[src/rtl/program_loader_pkg.sv]
// rtl/program_loader_pkg.sv - shared loader states and stream framing constants
package program_loader_pkg;

    localparam int HDR_BYTES      = 2;
    localparam int BYTES_PER_WORD = 4;

    typedef enum logic [2:0] {
        S_IDLE,
        S_LEN_HI,
        S_LEN_LO,
        S_WORD,
        S_WRITE,
        S_CHECK,
        S_DONE,
        S_ERR
    } state_t;

endpackage

[src/rtl/word_assembler.sv]
// rtl/word_assembler.sv - big-endian 8-to-32 shift register with byte index
module word_assembler
    import program_loader_pkg::*;
(
    input  logic        clk,
    input  logic        reset,
    input  logic        clear,
    input  logic        shift,
    input  logic [7:0]  byte_in,
    output logic [31:0] word,
    output logic        full
);

    logic [1:0] byte_idx;

    always_ff @(posedge clk or negedge reset) begin
        if (!reset) begin
            word     <= '0;
            byte_idx <= '0;
        end else if (clear) begin
            word     <= '0;
            byte_idx <= '0;
        end else if (shift) begin
            word     <= {word[23:0], byte_in};
            byte_idx <= byte_idx + 2'd1;
        end
    end

    // High when the next shift completes the word.
    assign full = (byte_idx == 2'(BYTES_PER_WORD - 1));

endmodule

[src/rtl/program_loader.sv]
// rtl/program_loader.sv - boot image loader; PROGLOAD_CHECKSUM_EN adds an XOR trailer check
module program_loader
    import program_loader_pkg::*;
#(
    parameter int ADDR_W = 8
) (
    input  logic              clk,
    input  logic              reset,
    input  logic              start,
    input  logic              byte_valid,
    input  logic [7:0]        byte_data,
    output logic              byte_ready,
    output logic              mem_we,
    output logic [ADDR_W-1:0] mem_addr,
    output logic [31:0]       mem_wdata,
    output logic              cpu_hold,
    output logic              busy,
    output logic              done,
    output logic              error
);

    localparam logic [16:0] CAPACITY = 17'(1) << ADDR_W;

    state_t              state, state_next;
    logic [15:0]         len;
    logic [ADDR_W-1:0]   word_cnt;
    logic [16:0]         cnt_plus;
    logic [15:0]         len_hdr;
    logic                xfer, clear, asm_shift, asm_full;
    logic [31:0]         asm_word;

`ifdef PROGLOAD_CHECKSUM_EN
    localparam state_t S_TAIL = S_CHECK;
    logic [7:0] csum;

    always_ff @(posedge clk or negedge reset) begin
        if (!reset)         csum <= '0;
        else if (clear)     csum <= '0;
        else if (asm_shift) csum <= csum ^ byte_data;
    end
`else
    localparam state_t S_TAIL = S_DONE;
`endif

    word_assembler u_asm (
        .clk     (clk),
        .reset   (reset),
        .clear   (clear),
        .shift   (asm_shift),
        .byte_in (byte_data),
        .word    (asm_word),
        .full    (asm_full)
    );

    assign xfer     = byte_valid && byte_ready;
    assign len_hdr  = {len[15:8], byte_data};
    // Widened so a full-capacity image completes before the counter wraps.
    assign cnt_plus = {{(17 - ADDR_W){1'b0}}, word_cnt} + 17'd1;

    always_comb begin
        state_next = state;
        clear      = 1'b0;
        asm_shift  = 1'b0;
        case (state)
            S_IDLE, S_DONE, S_ERR: begin
                if (start) begin
                    state_next = S_LEN_HI;
                    clear      = 1'b1;
                end
            end
            S_LEN_HI: if (xfer) state_next = S_LEN_LO;
            S_LEN_LO: begin
                if (xfer) begin
                    if ({1'b0, len_hdr} > CAPACITY) state_next = S_ERR;
                    else if (len_hdr == 16'd0)      state_next = S_TAIL;
                    else                            state_next = S_WORD;
                end
            end
            S_WORD: begin
                if (xfer) begin
                    asm_shift = 1'b1;
                    if (asm_full) state_next = S_WRITE;
                end
            end
            S_WRITE: state_next = (cnt_plus == {1'b0, len}) ? S_TAIL : S_WORD;
`ifdef PROGLOAD_CHECKSUM_EN
            S_CHECK: if (xfer) state_next = (byte_data == csum) ? S_DONE : S_ERR;
`endif
            default: state_next = S_IDLE;
        endcase
    end

    // Outputs are registered from the next state so they align with the state register.
    always_ff @(posedge clk or negedge reset) begin
        if (!reset) begin
            state      <= S_IDLE;
            byte_ready <= 1'b0;
            mem_we     <= 1'b0;
            cpu_hold   <= 1'b1;
            busy       <= 1'b0;
            done       <= 1'b0;
            error      <= 1'b0;
        end else begin
            state      <= state_next;
            byte_ready <= state_next inside {S_LEN_HI, S_LEN_LO, S_WORD, S_CHECK};
            mem_we     <= (state_next == S_WRITE);
            cpu_hold   <= (state_next != S_DONE);
            busy       <= !(state_next inside {S_IDLE, S_DONE, S_ERR});
            done       <= (state_next == S_DONE);
            error      <= (state_next == S_ERR);
        end
    end

    always_ff @(posedge clk or negedge reset) begin
        if (!reset) begin
            len      <= '0;
            word_cnt <= '0;
        end else begin
            if (clear)                         word_cnt <= '0;
            else if (state == S_WRITE)         word_cnt <= word_cnt + ADDR_W'(1);
            if (state == S_LEN_HI && xfer)     len[15:8] <= byte_data;
            else if (state == S_LEN_LO && xfer) len[7:0] <= byte_data;
        end
    end

    assign mem_addr  = word_cnt;
    assign mem_wdata = asm_word;

endmodule
[config.mk]
export PLATFORM = sky130hd
export DESIGN_NAME = program_loader
export DESIGN_NICKNAME = d
export VERILOG_FILES = /design/src/rtl/program_loader_pkg.sv /design/src/rtl/word_assembler.sv /design/src/rtl/program_loader.sv
export SDC_FILE = /design/constraint.sdc
export NUM_CORES = 1
export LEC_CHECK = 0
export CORE_MARGIN = 2
export CORE_UTILIZATION = 56
export DETAILED_ROUTE_END_ITERATION = 6
export PLACE_DENSITY_LB_ADDON = 0.1
export SLEW_MARGIN = 20
export SYNTH_ARGS = -nofsm -noshare
export SYNTH_HDL_FRONTEND = slang
export SYNTH_SLANG_ARGS = --single-unit
[constraint.sdc]
create_clock -name clk -period 6.9 [get_ports clk]
set_input_delay 1.38 -clock clk [delete_from_list [all_inputs] [get_ports clk]]
set_output_delay 1.38 -clock clk [all_outputs]
set_load 0.1 [all_outputs]
==> results.yml, run 1 <==
outcome:
  status: "completed"
place:
  gp_congestion: 0.850
  io_buffers: 57
  place_ws_ns: 3.05
  dpl_cell_area_mm2: 0.00376
  hpwlAfterDp_mm: 4.89
synthesis:
  postSynthCellCount: 325
  synth_compound_area_share_pct: 11.6
  yosysSeqAreaShare_pct: 53.3
  muxShareOfSynthArea_pct: 6.71
  synth_nets: 339
  synth_xor_area_share_pct: 4.45
  synth_fa_ha_area_share_pct: 0.795
  synth_top_cell_area_share_pct: 52.4
  ys_ff_latch: 67
  synth.distinct_cells: 50
  synthFlopType: "dfrtp_1"
  synth_common_cells: "nand2_1, dfrtp_1, a21oi_1"
  async_reset_ff_share_pct: 100
  syn_area_mm2: 0.00315
  synthTopCellsByArea: "dfrtp_1, nand2_1, a21oi_1"
  synthSimpleGateAreaFrac_pct: 20.3
  synth_top_family_by_area: "simple AND/OR/NAND/NOR gates"
  synth-edff-count: 0
  synth_area_per_cell_um2: 9.69
  synth_most_common_cell: "nand2_1"
  yosysWarnings: 0
  synth_area_leader_cell: "dfrtp_1"
setup_path:
  endpoint: "error"
  path_cells: "clkdlybuf4s50_1 -> or4_4 -> or3_4 -> o21bai_1 -> nand2_1 -> or4b_1 -> and3_1"
  cpPeakStageDelay_ns: 0.56
  rrSetupSlack_ns: 4.28
  cp_slowest_cell: "or4_4"
  ff2ff_path_depth: 7
  crit_type: "primary input to flop"
  cp-startpoint: "byte_data[3]"
  r2r-start: "mem_addr[0]"
  critPathArrivalTime_ns: 3.76
  cp.required_ns: 7.13
  cp_max_fo: 4
  start_kind: "primary input"
  end_kind: "flop"
  timing.rr.end: "error"
layout:
  num_antenna_cells: 0
  regArea_mm2: 0.00168
  nFillCells: 404
  synthToLayoutAreaGrowth_pct: 27.5
  final_area_mm2: 0.00402
  drive_gt1_share_pct: 12.3
  finalNetCount: 392
  multi_input_area_mm2: 0.00140
global_route:
  grt_pass1_vias: 2292
  grt_max_degree: 68
  globalRouteTotalUtil_pct: 24.3
  antenna_found_initial: 0
  grt_pass1_wl_mm: 11.6
  grt-ovfl-total: 0
detailed_routing:
  first_iter_violations: 222
  ant_nets: 0
  dr_total_vias: 2547
  vias_per_cell: 5.60
  routedWlPerCell_um: 15.7
  drc: 0
  wirelength_mm: 7.16
  dr.pass1.iters: 4
cts:
  numCtsBuffers: 9
  cts_resized: 0
  clk_path_buf_depth: 2
  hold_buffers: 0
  cts_setup_buffers: 0
  path_clk_slew_ns: 0.07
  clock_sinks: 67
  cts_tree: "yes"
  cts-root-buf: "clkbuf_8"
  clkLatencyLatePin_ns: 0.34
  htree_num_levels: 3
worst_hold_path:
  hold_class: "flop to flop"
  hp-start: "u_asm.word[31]"
sta:
  fin_crit_sh_pct: 51.1
  fin_crit_ns: 3.52
  finalHoldViolations: 0
  maxSlewHeadroom_pct: 31.8
  worst_slack_ns: 3.38
  fmax_ghz: 0.284
  fin_worst_skew_ns: 0.00453
  setup_viol: 0
  finalSetupTns_ns: 0
  worst_slew_pin_slew_ns: 1.02
  slew_violations: 0
  rsz0062_at_grt: "false"
floorplanning:
  coreArea_mm2: 0.00547
  row_count: 27
  initial_core_util_pct: 57.5
  die_h_um: 79.0
  die_area_mm2: 0.00624
  fp.dieW_um: 79.0
  ios: 58
job:
  drv_cap: 0
==> per-layer routing <==
layer	routed length [um]	share of wire (%)	global-route usage (%)	vias to the layer above
li1	-	-	-	1217
met1	3280	46	34.2	1234
met2	3410	48	36.8	78
met3	249	3.5	3.98	18
met4	209	2.9	12.4	0
met5	0	0	0	-
==> cells in the final DEF (no fill, tap or decap), types with 4 or more instances in the layout <==
cell type / count
nand2_1: 84
dfrtp_1: 66
clkdlybuf4s50_1: 56
a21oi_1: 38
nor2_1: 15
mux2_2: 13
xnor2_1: 11
clkbuf_8: 10
o21ai_0: 7
xor2_1: 5
nand3_1: 5
nand4_1: 4
or3_1: 4
mux2_1: 4
==> cells by family after synthesis <==
family / Yosys count
adder cells (fa/ha/maj): 2
AO/OA/AOI/OAI: 64
buffers and inverters: 21
multiplexers: 19
AND/OR/NAND/NOR: 136
XOR/XNOR: 16
flip-flops: 67
==> area by class of cell <==
cell class / count / share of cell area, %
Multi-Input combinational cell: 237 / 34.8
Clock buffer: 10 / 3.43
Clock inverter: 6 / 2.21
Sequential cell: 67 / 41.8
Inverter: 2 / 0.187
Tap cell: 72 / 2.24
Timing Repair Buffer: 61 / 15.3
==> critical path, delay by kind of cell <==
kind            cells  cell delay (ns)
simple gates        5             1.71
compound gates      1             0.18
buf+inv             1             0.48
==> through the flow <==
step / utilization [%] / hold slack, ns / cells
global placement: 68.7 / 0.499 / 438
finish: 73.4 / 0.522 / 455
global route: 73.4 / 0.539 / 455
CTS: 72.9 / 0.526 / 454
floorplan: - / 0.480 / 325
detailed placement: 68.7 / 0.507 / 438
==> worst min path at each step <==
stage,to,slack (ns),cells after the start
finish,u_asm.word[31],0.52,2
global route,u_asm.word[24],0.54,2
CTS,u_asm.word[31],0.53,2
detailed placement,len[15],0.51,1
global placement,len[10],0.50,1
floorplan,len[9],0.48,1
==> sequential cells by signal, indices dropped and copies added, names as in the netlist <==
| name | cells |
|---|---|
| mem_addr | 8 |
| mem_we | 1 |
| len | 16 |
| state | 3 |
| u_asm.word | 32 |
| cpu_hold | 1 |
| busy | 1 |
| byte_ready | 1 |
| error | 1 |
| u_asm.byte_idx | 2 |
| done | 1 |
Power of run 1 is left out: the tool's default activity adds up to more than one toggle a clock period on the data nets, which glitch-free logic cannot reach.
==> inputs of run 2 (changes only) <==
Settings changed: CORE_UTILIZATION 56 to 47.
Clock period 6.9 ns to 2.9 ns, I/O delays scaled along.
==> run 2 against run 1 <==
  * The run now ends with design-rule violations left
  * Core utilization fell by 12 points
  * Sequential share of layout area grew 0.98 points
  * Clock skew rose by 0.0048 ns
  * Via count down 0.86%
  * Routed wire length decreased by 3.7%
  * Worst setup slack lost 3.1 ns
  * Register-to-register slack lost 3.9 ns
==> results.yml, run 2 (synthesis results as in run 1) <==
layout:
  final_common_cell: "nand2_1"
  drive_gt1_share_pct: 26.7
  finalNetCount: 402
  num_antenna_cells: 0
  regArea_mm2: 0.00168
  largest_reg_flops: 32
  multi_input_area_mm2: 0.00140
  regMostFlops: "u_asm.word"
  nFillCells: 586
  layout_common_cells: "nand2_1, dfrtp_1, buf_4"
  synthToLayoutAreaGrowth_pct: 24.8
sta:
  setup_viol: 0
  finalSetupTns_ns: 0
  fin_crit_sh_pct: 91.9
  worst_slew_pin_slew_ns: 0.832
  maxSlewHeadroom_pct: 44.5
  finalHoldViolations: 0
  whs_ns: 0.415
  fin_worst_skew_ns: 0.00931
  fmax_ghz: 0.375
  slew_violations: 0
  fin_crit_ns: 2.67
  rsz0062_at_grt: "false"
detailed_routing:
  vias_per_cell: 5.37
  dr_total_vias: 2525
  drc: 3
  first_iter_violations: 201
  routedWlPerCell_um: 14.7
  dr.pass1.iters: 7
  wirelength_mm: 6.89
  ant_nets: 0
floorplanning:
  die_h_um: 85.9
  ios: 58
  fp.dieW_um: 85.9
  coreArea_mm2: 0.00642
  die_area_mm2: 0.00737
  initial_core_util_pct: 49.0
  row_count: 29
setup_path:
  endpoint: "error"
  rrSetupSlack_ns: 0.38
  critPathArrivalTime_ns: 2.89
  cp_max_fo: 2
  cp-startpoint: "byte_data[3]"
  r2r-start: "mem_addr[0]"
  end_kind: "flop"
  crit_type: "primary input to flop"
  ff2ff_path_depth: 7
  cp.required_ns: 3.13
  start_kind: "primary input"
  timing.rr.end: "error"
cts:
  cts_resized: 0
  cts_tree: "yes"
  clkLatencyLatePin_ns: 0.34
  clock_sinks: 67
  cts-root-buf: "clkbuf_8"
  clk_path_buf_depth: 2
  numCtsBuffers: 9
  htree_num_levels: 3
  hold_buffers: 0
  path_clk_slew_ns: 0.07
  cts_setup_buffers: 0
global_route:
  grt-ovfl-total: 0
  antenna_found_initial: 0
  grt_max_degree: 68
  grt_pass1_wl_mm: 11.7
  grt_pass1_vias: 2400
  globalRouteTotalUtil_pct: 20.6
outcome:
  status: "finished, violations left"
  violations: "design-rule violations"
place:
  gp_congestion: 0.861
  hpwlAfterDp_mm: 4.81
  io_buffers: 57
job:
  drv_cap: 0
worst_hold_path:
  hold_class: "primary input to asynchronous set/reset pin"
-- run 2: cell types whose count changed in the layout (fill, tap and decap cells not counted) --
cell             previous run  this run
buf_12                      0         1
buf_16                      1         0
buf_4                       3        59
bufinv_16                   2         0
clkdlybuf4s50_1            56        10
clkinv_2                    1         2
clkinvlp_4                  2         3
dfrtp_1                    66        64
dfrtp_2                     0         2
-- run 2: worst min path at each step --
stage,to,start,slack (ns),depth (start not counted)
floorplan,busy,reset,0.28,0
global placement,len[15],len[15],0.49,1
detailed placement,len[14],len[14],0.50,1
CTS,u_asm.word[28],reset,0.45,2
global route,u_asm.word[27],reset,0.51,2
finish,mem_addr[0],reset,0.42,2
-- run 2: per-layer routing --
| layer | vias to the layer above | wire length [um] | track usage (%) |
|---|---|---|---|
| li1 | 1245 | - | - |
| met1 | 1207 | 3340 | 29.9 |
| met2 | 63 | 3110 | 30.4 |
| met3 | 10 | 318 | 3.66 |
| met4 | 0 | 123 | 9.24 |
| met5 | - | 0 | 0 |
-- run 2: critical path: stages --
cell,delay [ns]
clkdlybuf4s50_1,0.43
or4_4,0.54
or3_4,0.39
o21bai_1,0.19
nand2_1,0.09
or4b_1,0.49
and3_1,0.19
-- run 2: per-stage QoR --
stage                     instances  instance area (um2)  util (%)  setup slack [ns]
final                           470                 3930      61.2             0.234
after detailed placement        454                 3750      58.4            -0.111
after CTS                       470                 3930      61.2             0.249
after floorplan                 325                 3150         -             0.125
after global routing            470                 3930      61.2             0.178
after global placement          454                 3750      58.4           -0.0620
-- run 2: area by class of cell --
| cell class | count | share of cell area (%) |
|---|---|---|
| well taps | 77 | 2.45 |
| multi-input cells | 237 | 35.6 |
| clock inverters | 6 | 1.05 |
| flip-flops and latches | 67 | 42.8 |
| repair buffers | 71 | 14.5 |
| clock buffers | 10 | 3.50 |
| inverters | 2 | 0.191 |
Power of run 2 is left out for the same reason.
